<file path="src/rtl/vault_alarm_pkg.sv">
// Shared types, default parameters and the violation rule for the vault alarm controller.
package vault_alarm_pkg;

  typedef enum logic [1:0] {
    IDLE  = 2'd0,
    GRACE = 2'd1,
    ALARM = 2'd2
  } vault_state_t;

  localparam int DEF_NVAULTS      = 4;
  localparam int DEF_GRACE_CYCLES = 3;
  localparam int DEF_TONE_DIV     = 2;
  localparam int DEF_CNT_BITS     = 8;

  // An open door is legal only during business hours with the manager switch off.
  function automatic logic violation(input logic door, input logic hours, input logic mgr);
    return door & ~(hours & ~mgr);
  endfunction

endpackage

</file>
<file path="src/rtl/vault_channel_fsm.sv">
// One vault channel: IDLE/GRACE/ALARM state machine with a grace-delay timer.
module vault_channel_fsm
  import vault_alarm_pkg::*;
#(
  parameter int GRACE_CYCLES = DEF_GRACE_CYCLES
) (
  input  logic clk_2,
  input  logic reset,
  input  logic violation_i,
  input  logic door_open,
  input  logic ack,
  output logic alarm,
  output logic grace,
  output logic alarm_next,
  output logic enter_alarm
);

  localparam int TW = (GRACE_CYCLES < 2) ? 1 : $clog2(GRACE_CYCLES + 1);
  localparam logic [TW-1:0] GRACE_LOAD = (GRACE_CYCLES == 0) ? '0 : TW'(GRACE_CYCLES - 1);

  vault_state_t  state_q, state_d;
  logic [TW-1:0] timer_q, timer_d;
  logic          alarm_q, alarm_d;
  logic          grace_q, grace_d;

  always_ff @(posedge clk_2) begin
    if (reset) begin
      state_q <= IDLE;
      timer_q <= '0;
      alarm_q <= 1'b0;
      grace_q <= 1'b0;
    end else begin
      state_q <= state_d;
      timer_q <= timer_d;
      alarm_q <= alarm_d;
      grace_q <= grace_d;
    end
  end

  always_comb begin
    state_d = state_q;
    timer_d = timer_q;
    case (state_q)
      IDLE: begin
        if (violation_i) begin
          if (GRACE_CYCLES == 0) begin
            state_d = ALARM;
          end else begin
            state_d = GRACE;
            timer_d = GRACE_LOAD;
          end
        end
      end
      GRACE: begin
        if (!violation_i) begin
          state_d = IDLE;
          timer_d = '0;
        end else if (timer_q == '0) begin
          state_d = ALARM;
        end else begin
          timer_d = timer_q - TW'(1);
        end
      end
      // Only an acknowledge with the door shut releases a latched alarm.
      ALARM: begin
        if (ack && !door_open) begin
          state_d = IDLE;
        end
      end
      default: begin
        state_d = IDLE;
        timer_d = '0;
      end
    endcase
  end

  always_comb begin
    alarm_d     = (state_d == ALARM);
    grace_d     = (state_d == GRACE);
    enter_alarm = alarm_d && (state_q != ALARM);
  end

  assign alarm      = alarm_q;
  assign grace      = grace_q;
  assign alarm_next = alarm_d;

endmodule

</file>
<file path="src/rtl/vault_alarm_ctrl.sv">
// Multi-vault alarm controller: per-vault channels plus shared siren divider and event counter.
module vault_alarm_ctrl
  import vault_alarm_pkg::*;
#(
  parameter int NVAULTS      = DEF_NVAULTS,
  parameter int GRACE_CYCLES = DEF_GRACE_CYCLES,
  parameter int TONE_DIV     = DEF_TONE_DIV,
  parameter int CNT_BITS     = DEF_CNT_BITS
) (
  input  logic                clk_2,
  input  logic                reset,
  input  logic [NVAULTS-1:0]  door_open,
  input  logic                business_hours,
  input  logic                mgr_switch,
  input  logic                ack,
  output logic [NVAULTS-1:0]  alarm,
  output logic [NVAULTS-1:0]  grace,
  output logic                siren,
  output logic [CNT_BITS-1:0] alarm_count
);

  localparam int DW = (TONE_DIV < 3) ? 1 : $clog2(TONE_DIV);
  localparam logic [DW-1:0] DIV_LAST = (TONE_DIV == 0) ? '0 : DW'(TONE_DIV - 1);
  localparam int SW = CNT_BITS + 5;
  localparam logic [SW-1:0] CNT_MAX = SW'({CNT_BITS{1'b1}});

  logic [NVAULTS-1:0] vio;
  logic [NVAULTS-1:0] alarm_next;
  logic [NVAULTS-1:0] enter_alarm;

  for (genvar i = 0; i < NVAULTS; i++) begin : g_chan
    assign vio[i] = violation(door_open[i], business_hours, mgr_switch);

    vault_channel_fsm #(
      .GRACE_CYCLES(GRACE_CYCLES)
    ) u_chan (
      .clk_2       (clk_2),
      .reset       (reset),
      .violation_i (vio[i]),
      .door_open   (door_open[i]),
      .ack         (ack),
      .alarm       (alarm[i]),
      .grace       (grace[i]),
      .alarm_next  (alarm_next[i]),
      .enter_alarm (enter_alarm[i])
    );
  end

  logic          siren_q, siren_d;
  logic [DW-1:0] div_q, div_d;
  logic [CNT_BITS-1:0] count_q, count_d;
  logic [3:0]    enter_cnt;
  logic [SW-1:0] sum;

  always_ff @(posedge clk_2) begin
    if (reset) begin
      siren_q <= 1'b0;
      div_q   <= '0;
      count_q <= '0;
    end else begin
      siren_q <= siren_d;
      div_q   <= div_d;
      count_q <= count_d;
    end
  end

  // Siren restarts high on a fresh alarm, then toggles each time the divider wraps.
  always_comb begin
    siren_d = siren_q;
    div_d   = div_q;
    if (!(|alarm_next)) begin
      siren_d = 1'b0;
      div_d   = '0;
    end else if (!(|alarm)) begin
      siren_d = 1'b1;
      div_d   = '0;
    end else if (TONE_DIV == 0) begin
      siren_d = 1'b1;
      div_d   = '0;
    end else if (div_q == DIV_LAST) begin
      siren_d = ~siren_q;
      div_d   = '0;
    end else begin
      div_d = div_q + DW'(1);
    end
  end

  always_comb begin
    enter_cnt = '0;
    for (int i = 0; i < NVAULTS; i++) begin
      enter_cnt = enter_cnt + {3'b000, enter_alarm[i]};
    end
    sum     = SW'(count_q) + SW'(enter_cnt);
    count_d = (sum > CNT_MAX) ? CNT_MAX[CNT_BITS-1:0] : sum[CNT_BITS-1:0];
  end

  assign siren       = siren_q;
  assign alarm_count = count_q;

endmodule
</file>
<file path="config.mk">
export PLATFORM = sky130hd
export DESIGN_NAME = vault_alarm_ctrl
export DESIGN_NICKNAME = d
export VERILOG_FILES = /design/src/rtl/vault_alarm_pkg.sv /design/src/rtl/vault_channel_fsm.sv /design/src/rtl/vault_alarm_ctrl.sv
export SDC_FILE = /design/constraint.sdc
export NUM_CORES = 1
export LEC_CHECK = 0
export BUFFER_PORTS_ARGS = -buffer_cell sky130_fd_sc_hd__buf_4
export CORE_ASPECT_RATIO = 1.25
export CORE_MARGIN = 5
export CORE_UTILIZATION = 55
export DETAILED_ROUTE_END_ITERATION = 10
export GPL_ROUTABILITY_DRIVEN = 1
export PLACE_DENSITY_LB_ADDON = 0.15
export RECOVER_POWER = 50
export SETUP_SLACK_MARGIN = 0.2
export SLEW_MARGIN = 25
export SYNTH_ARGS = -nofsm -noshare
export SYNTH_HDL_FRONTEND = slang
export SYNTH_HIERARCHICAL = 1
export SYNTH_SLANG_ARGS = --single-unit
</file>
<file path="constraint.sdc">
create_clock -name clk_2 -period 3.2 [get_ports clk_2]
set_input_delay 0.16 -clock clk_2 [delete_from_list [all_inputs] [get_ports clk_2]]
set_output_delay 0.16 -clock clk_2 [all_outputs]
set_load 0.02 [all_outputs]
</file>
==> results of run 1 <==
-- through the flow --
| stage | std cells | setup WS (ns) | util | area, sq um | hold slack (ns) |
|---|---|---|---|---|---|
| 3_5_place_dp | 241 | 0.2832 | 0.6416 | 1854 | 0.4435 |
| 2_1_floorplan | 182 | 0.4761 | - | 1630 | 0.2291 |
| 3_3_place_gp | 241 | 0.3833 | 0.6416 | 1854 | 0.4314 |
| 6_report | 248 | 0.3829 | 0.6424 | 1857 | 0.2063 |
| 5_1_grt | 248 | 0.1866 | 0.6424 | 1857 | 0.2047 |
| 4_1_cts | 248 | 0.2811 | 0.6580 | 1902 | 0.2054 |
-- power by group --
group	switching (mW)	leakage, nW	internal, mW
sequential	0.0155	0.277	0.443
clock	0.138	0.0308	0.0788
combinational	0.0703	0.529	0.0499
-- registers in the layout (all words and copies together), names as in the netlist --
name                   count
siren                      1
g_chan.u_chan/grace        4
g_chan.u_chan/alarm        4
div_q                      1
g_chan.u_chan/state_q      8
alarm_count                8
g_chan.u_chan/timer_q      8
-- worst max-delay path, stage by stage, from the launching register on --
cell	delay [ns]
dfxtp_1	0.35
inv_1	0.07
ha_1	0.26
nand4b_2	0.15
inv_1	0.08
fa_1	0.50
inv_1	0.05
fa_1	0.38
inv_1	0.09
fa_2	0.24
and3_4	0.22
nand3_1	0.09
nor3b_2	0.16
nor3_1	0.06
-- layout make-up --
type,count,area [sq um],share of cell area
Clock inverter,2,10.01,0.005391
Tap cell,36,45.04,0.02426
Inverter,17,63.81,0.03437
Sequential cell,34,680.7,0.3666
Clock buffer,5,37.54,0.02022
Timing Repair Buffer,25,142.6,0.07682
Multi-Input combinational cell,129,877.1,0.4724
-- layout by cell type, fill, tap and decap left out, types with 2 or more instances in the layout --
| master | Yosys | routed |
|---|---|---|
| fa_1 | 3 | 2 |
| nand2_1 | 19 | 19 |
| nor4_1 | 3 | 3 |
| and2b_2 | 4 | 4 |
| buf_4 | 0 | 13 |
| nand2b_1 | 5 | 5 |
| inv_1 | 17 | 17 |
| ha_1 | 5 | 5 |
| o31ai_2 | 4 | 4 |
| nor2_1 | 17 | 17 |
| a31oi_1 | 5 | 5 |
| a21oi_1 | 17 | 17 |
| dfxtp_1 | 34 | 34 |
| nand3b_1 | 4 | 4 |
| clkinv_2 | 0 | 2 |
| nor3_1 | 5 | 5 |
| and2b_1 | 4 | 4 |
| o21ai_0 | 5 | 5 |
| xor2_1 | 2 | 2 |
| clkbuf_1 | 1 | 12 |
| and2_1 | 4 | 4 |
| nand4b_2 | 4 | 2 |
| o21a_1 | 4 | 4 |
| nand4b_1 | 4 | 6 |
| clkbuf_4 | 0 | 5 |
-- logic make-up after synthesis --
kind of cell | Yosys count | synth area share
and+or+nand+nor | 81 | 0.2955
AOI/OAI and AO/OA | 38 | 0.1566
DFF | 34 | 0.4175
buffers and inverters | 19 | 0.04451
adders and majority gates | 8 | 0.07521
xor gates and xnor gates | 2 | 0.01075
-- worst max-delay path by stage --
| stage | start | to | slack, ns | depth (start not counted) |
|---|---|---|---|---|
| floorplan | g_chan[0].u_chan/timer_q[0] | alarm_count[6] | 0.48 | 14 |
| global placement | mgr_switch | alarm_count[6] | 0.38 | 14 |
| detailed placement | mgr_switch | alarm_count[6] | 0.28 | 14 |
| CTS | g_chan[0].u_chan/timer_q[0] | alarm_count[6] | 0.28 | 13 |
| global route | g_chan[2].u_chan/timer_q[0] | alarm_count[6] | 0.19 | 13 |
| finish | g_chan[0].u_chan/timer_q[0] | alarm_count[6] | 0.38 | 13 |
-- layer usage --
metal,vias to the layer above,track usage,part of all wire
li1,687,-,-
met1,649,0.1912,0.43
met2,40,0.2870,0.50
met3,10,0.05474,0.051
met4,0,0.08060,0.026
met5,-,0,0
==> flow_metrics.tcl, run 1 <==
set metrics [dict create \
    synthTopCellsByArea "dfxtp_1 (42%), a21oi_1 (5.2%), nand2_1 (4.4%), inv_1 (3.9%), nor2_1 (3.9%)" \
    netlist.area_leader.share 0.4175 \
    fp.dieW_um 58.70 \
    synth_common_cells "dfxtp_1 (34), nand2_1 (19), a21oi_1 (17), inv_1 (17), nor2_1 (17)" \
    ios 26 \
    postCtsResizedCells 0 \
    area_growth_pct 13.89 \
    leakagePower_nw 0.8368 \
    peakVddDrop_v 0.0003389 \
    grt_setup_unrepaired "no" \
    drtIter0Drc 52 \
    synth_flop_cell "dfxtp_1" \
    yosysMostFrequentCell "dfxtp_1" \
    ys_seq_area_frac 0.4175 \
    cp-start-kind "register" \
    r2r-end "alarm_count[6]" \
    synth_edf_count 0 \
    rr_startpoint "g_chan[0].u_chan/timer_q[0]" \
    ant_nets 0 \
    r2r_cells 13 \
    ctsHoldBuffers 0 \
    io_buffers 25 \
    h-tree-depth 2 \
    synth_largest_area_cell "dfxtp_1" \
    synth_cells 182 \
    cts_root_buf "clkbuf_4" \
    start_util 0.5641 \
    slew_viol_final 0 \
    cts_made_buffers 5 \
    avgRoutedWirePerCell_um 13.65 \
    finClkSkew_ns 0.007840 \
    syn_nets 199 \
    r2r_slack_ns 0.38 \
    slew_headroom 0.7273 \
    grtUsageTotal 0.1704 \
    finalSetupViolCount 0 \
    grt_pass1_vias 1322 \
    total_power_uw 794.8 \
    crit_type "reg2reg" \
    syn_area_per_cell_sq_um 8.958 \
    worst_slew_pin_slew_ns 0.4091 \
    clock-sinks 34 \
    fmax_mhz 355.0 \
    yosysUniqueCellTypes 33 \
    crit_required_ns 3.42 \
    num_rows 22 \
    grt_pass1_wl_um 5457 \
    status "complete, no violations" \
    die_h_um 70.87 \
    clkLatencyLatePin_ns 0.34 \
    drive_above_1_share 0.1698 \
    overflow 0 \
    worstPathMaxFanout 6 \
    min_to "g_chan[0].u_chan/state_q[1]" \
    post-cts-setup-buffers 0 \
    final_nets 229 \
    tns_ns 0 \
    async_flop_share 0 \
    arrival_ns 3.04 \
    critPathCaptureType "register" \
    core_area_sq_um 2890 \
    min_path_type "in2reg" \
    num_antenna_cells 0 \
    maxCapViolCount 0 \
    worstHoldStart "ack" \
    ys_ff_latch 34 \
    power_density_nw_per_um2 428.1 \
    viasPerCell 5.589 \
    vias 1386 \
    netlist_area_sq_um 1630 \
    dp_hpwl_um 2466 \
    post-route-period-util 0.8803 \
    cts_tree "done" \
    clk_pin_slew_ns 0.10 \
    drcViolationCount 0 \
    antenna_found_initial 0 \
    ys.warnings.count 6 \
    hold_viol 0 \
    num-fill-cells 269 \
    first_pass_iters 4 \
    holdPathStages 4 \
    min_period_ns 2.817 \
    grt_max_degree 39 \
    clk_path_buf_depth 2 \
    wl_um 3386 \
    place_congestion 0.7923 \
    die_area_sq_um 4160 \
]
No activity file was read; power rests on OpenSTA's default activity.
==> inputs of run 2 (changes only) <==
REMOVE_ABC_BUFFERS = 1   (was unset)
==> flow_metrics.tcl, run 2 (synthesis gave the netlist of run 1 again) <==
set metrics [dict create \
    avgRoutedWirePerCell_um 13.13 \
    power.internal_uw 654.3 \
    cts_made_buffers 5 \
    pwr-share-seq 0.518 \
    status "complete, no violations" \
    dp_slack_ns 0.2216 \
    wl_um 3270 \
    clkLatencyLatePin_ns 0.34 \
    maxCapViolCount 0 \
    clock-sinks 34 \
    clk_path_buf_depth 2 \
    h-tree-depth 2 \
    num_antenna_cells 0 \
    cts_root_buf "clkbuf_4" \
    worstHoldStart "ack" \
    worstPathMaxFanout 6 \
    arrival_ns 3.17 \
    postCtsResizedCells 0 \
    dpl-instance-area_sq_um 1854 \
    io_buffers 25 \
    drtIter0Drc 35 \
    hold_viol 0 \
    cp-start-kind "register" \
    post-route-period-util 0.9213 \
    overflow 0 \
    fin_util 0.6485 \
    slew_viol_final 0 \
    crit_required_ns 3.42 \
    ios 26 \
    start_util 0.5641 \
    total_power_uw 884.0 \
    critPathCaptureType "register" \
    grt_pass1_wl_um 5630 \
    drcViolationCount 0 \
    final_nets 229 \
    crit_start "g_chan[0].u_chan/timer_q[0]" \
    finalInstanceArea_sq_um 1874 \
    min_period_ns 2.948 \
    drive_above_1_share 0.1596 \
    min_path_type "in2reg" \
    r2r_slack_ns 0.25 \
    p_switching_uw 229.7 \
    path_cells "inv_1, ha_1, nand4b_1, inv_1, fa_1, inv_1, fa_1, inv_1, fa_2, and3_4, nand3_1, nor3b_1, nor3_1" \
    die_area_sq_um 4160 \
    vias 1373 \
    leakagePower_nw 0.8423 \
    finalSetupViolCount 0 \
    num_rows 22 \
    max_stage_delay_ns 0.51 \
    fp.dieW_um 58.70 \
    power_density_nw_per_um2 471.6 \
    critPathMostFrequentCell "inv_1" \
    fmax_mhz 339.2 \
    grt_setup_unrepaired "no" \
    die_h_um 70.87 \
    viasPerCell 5.514 \
    peakVddDrop_v 0.0003895 \
    layout_setup_ws_ns 0.2518 \
    area_growth_pct 14.97 \
    dp_hpwl_um 2462 \
    first_pass_iters 4 \
    ant_nets 0 \
    post-cts-setup-buffers 0 \
    num-fill-cells 288 \
    grt_max_degree 39 \
    clk_pin_slew_ns 0.10 \
    cp_slowest_cell "fa_1" \
    crit_type "reg2reg" \
    swShare 0.2598 \
    place_congestion 0.8314 \
    grtUsageTotal 0.1750 \
    cts_tree "done" \
    power_frac_comb 0.137 \
    clkPwrFrac 0.345 \
    tns_ns 0 \
    rr_startpoint "g_chan[0].u_chan/timer_q[0]" \
    layout_commonest_cell "dfxtp_1" \
    finClkSkew_ns 0.009315 \
    worst_slew_pin_slew_ns 0.4214 \
    ctsHoldBuffers 0 \
    grt_pass1_vias 1374 \
    core_area_sq_um 2890 \
    antenna_found_initial 0 \
    slew_headroom 0.7165 \
    mostFrequentLayoutCells "dfxtp_1 (34), nand2_1 (19), inv_1 (17), nor2_1 (17), a21oi_1 (17)" \
]
## run 2: changes by cell type in the layout (fill, tap and decap cells not counted)
cell	delta
buf_4	-2
clkbuf_1	+2
bufinv_16	+1
nor3b_1	+1
nor3b_2	-1
## run 2: final timing paths
check                                                    to  cells after the start
worst min register to register                        div_q                      1
worst max register to register               alarm_count[6]                     13
worst min-delay path            g_chan[3].u_chan/state_q[1]                      4
worst max-delay path                         alarm_count[6]                     13
## run 2: area by class of cell
| cell class | count | area (sq um) | share of cell area |
|---|---|---|---|
| multi-input cells | 129 | 872.1 | 0.4653 |
| flip-flops and latches | 34 | 680.7 | 0.3632 |
| repair buffers | 25 | 135.1 | 0.07210 |
| inverters | 17 | 63.81 | 0.03405 |
| well taps | 36 | 45.04 | 0.02403 |
| clock inverters | 3 | 40.04 | 0.02136 |
| clock buffers | 5 | 37.54 | 0.02003 |
## run 2: power by group through the flow
stage | sequential, mW | combinational (mW) | clock, mW
6_report | 0.458 | 0.121 | 0.305
5_1_grt | 0.461 | 0.136 | 0.338
4_1_cts | 0.459 | 0.130 | 0.315
3_5_place_dp | 0.468 | 0.129 | 0
3_3_place_gp | 0.467 | 0.124 | 0
2_1_floorplan | 0.475 | 0.0740 | 0
## run 2: critical path, delay by kind of cell, from the launching register on
family	cells	cell delay, ns
adder cells (fa/ha/maj)	4	1.38
buffers and inverters	4	0.30
flip-flops	1	0.35
AND/OR/NAND/NOR	5	0.80
## run 2: stage by stage
step	instances	hold WS, ns
finish	249	0.2044
global route	249	0.2143
CTS	249	0.1984
detailed placement	241	0.4442
global placement	241	0.4302
floorplan	180	0.2262
## run 2: per-layer routing
layer | routed length, um | vias to the layer above | global-route usage
met1 | 1399 | 641 | 0.1905
met5 | 0 | - | 0
li1 | - | 698 | -
met3 | 206 | 8 | 0.06204
met2 | 1599 | 26 | 0.2907
met4 | 64 | 0 | 0.09572
==> inputs of run 3 (changes only) <==
BUFFER_PORTS_ARGS = -buffer_cell sky130_fd_sc_hd__buf_2   (was -buffer_cell sky130_fd_sc_hd__buf_4)
==> flow_metrics.tcl, run 3 (synthesis gave the netlist of run 1 again) <==
set metrics [dict create \
    status "complete, no violations" \
    drtIter0Drc 27 \
    worstPathMaxFanout 6 \
    ant_nets 0 \
    wl_um 3294 \
    critPathCaptureType "register" \
    antenna_found_initial 0 \
    h-tree-depth 2 \
    avgRoutedWirePerCell_um 13.23 \
    min_path_type "in2reg" \
    ios 26 \
    cts_tree "done" \
    num_rows 22 \
    p_switching_uw 233.7 \
    final_nets 229 \
    place_congestion 0.7970 \
    grt_pass1_wl_um 5492 \
    num_antenna_cells 0 \
    vias 1360 \
    grt_setup_unrepaired "no" \
    clock-sinks 34 \
    crit_required_ns 3.41 \
    grt_max_degree 39 \
    swShare 0.2816 \
    hold_viol 0 \
    post-route-period-util 0.8921 \
    fin_cells 249 \
    pwr-share-seq 0.552 \
    viasPerCell 5.462 \
    finalSetupViolCount 0 \
    leakagePower_nw 0.8629 \
    slew_headroom 0.5220 \
    die_h_um 70.87 \
    power_density_nw_per_um2 448.6 \
    clk_pin_slew_ns 0.11 \
    area_growth_pct 13.51 \
    slew_viol_final 0 \
    arrival_ns 3.06 \
    dp_hpwl_um 2434 \
    power.internal_uw 596.4 \
    tns_ns 0 \
    finClkSkew_ns 0.009145 \
    cts_root_buf "clkbuf_4" \
    mostFrequentLayoutCells "dfxtp_1 (34), nand2_1 (19), inv_1 (17), nor2_1 (17), a21oi_1 (17)" \
    clk_path_buf_depth 2 \
    drive_above_1_share 0.1737 \
    core_area_sq_um 2890 \
    layout_commonest_cell "dfxtp_1" \
    peakVddDrop_v 0.0004457 \
    grt_pass1_vias 1400 \
    r2r_slack_ns 0.35 \
    fp.dieW_um 58.70 \
    cp-start-kind "register" \
    crit_type "reg2reg" \
    overflow 0 \
    start_util 0.5641 \
    fmax_mhz 350.3 \
    cts_made_buffers 5 \
    place_inst 241 \
    worst_slew_pin_slew_ns 0.7170 \
    power_frac_comb 0.145 \
    min_period_ns 2.855 \
    maxCapViolCount 0 \
    io_buffers 25 \
    first_pass_iters 4 \
    drcViolationCount 0 \
    clkLatencyLatePin_ns 0.34 \
    die_area_sq_um 4160 \
    clkPwrFrac 0.303 \
    grtUsageTotal 0.1710 \
]
run 3: cell types whose count changed in the layout (fill, tap and decap cells not counted), sizes merged:
cell	before	now
buf	11	13
bufinv	1	0
clkbuf	19	18
clkinv	2	1
clkinvlp	0	1
run 3: metrics by stage:
| stage | setup WS (ns) | hold slack (ns) | utilization | total power, mW | instance area, sq um |
|---|---|---|---|---|---|
| 6_report | 0.3452 | 0.2270 | 0.6403 | 0.8301 | 1851 |
| 5_1_grt | 0.1593 | 0.2447 | 0.6403 | 0.8774 | 1851 |
| 4_1_cts | 0.2363 | 0.2123 | 0.6420 | 0.8439 | 1856 |
| 3_5_place_dp | 0.2383 | 0.4467 | 0.6199 | 0.5893 | 1792 |
| 3_3_place_gp | 0.3902 | 0.4303 | 0.6199 | 0.5831 | 1792 |
| 2_1_floorplan | 0.5141 | 0.2262 | - | 0.5492 | 1622 |
run 3: per-layer routing:
layer | global-route usage | wire length, um
met1 | 0.1691 | 1422
met2 | 0.3043 | 1605
met3 | 0.05839 | 192
met4 | 0.09320 | 75
met5 | 0 | 0
run 3: final timing paths:
kind | from | endpoint | cells past startpoint
hold reg to reg | div_q | div_q | 1
setup reg to reg | g_chan[0].u_chan/timer_q[0] | alarm_count[6] | 13
hold / removal | ack | g_chan[0].u_chan/state_q[1] | 4
setup / recovery | g_chan[0].u_chan/timer_q[0] | alarm_count[6] | 13
run 3: cell type report:
cell class              count  area [sq um]
flip-flops and latches     34         680.7
inverters                  17         63.81
clock buffers               6         51.30
multi-input cells         129         887.1
fillers                   290          1040
well taps                  36         45.04
repair buffers             25         110.1
clock inverters             2         12.51
run 3: power by group through the flow:
stage	combinational (mW)	clock, mW	sequential (mW)
floorplan	0.0740	0	0.475
global placement	0.117	0	0.466
detailed placement	0.121	0	0.468
CTS	0.123	0.263	0.458
global route	0.134	0.282	0.462
finish	0.120	0.251	0.459
run 3: timing repair:
action / in CTS / in global routing
resized for setup: 0 / 6
hold buffers: 0 / 0
buffers inserted: 0 / 0
endpoints found under the hold margin: 0 / 0
endpoints found under the setup margin: 0 / 1
run 3: critical path: stages, from the launching register on:
cell and delay, ns:
dfxtp_1 0.35, inv_1 0.07, ha_1 0.27, nand4b_4 0.13
inv_1 0.07, fa_1 0.50, inv_1 0.05, fa_1 0.37
inv_1 0.08, fa_2 0.24, and3_4 0.22, nand3_1 0.09
nor3b_1 0.20, nor3_1 0.07
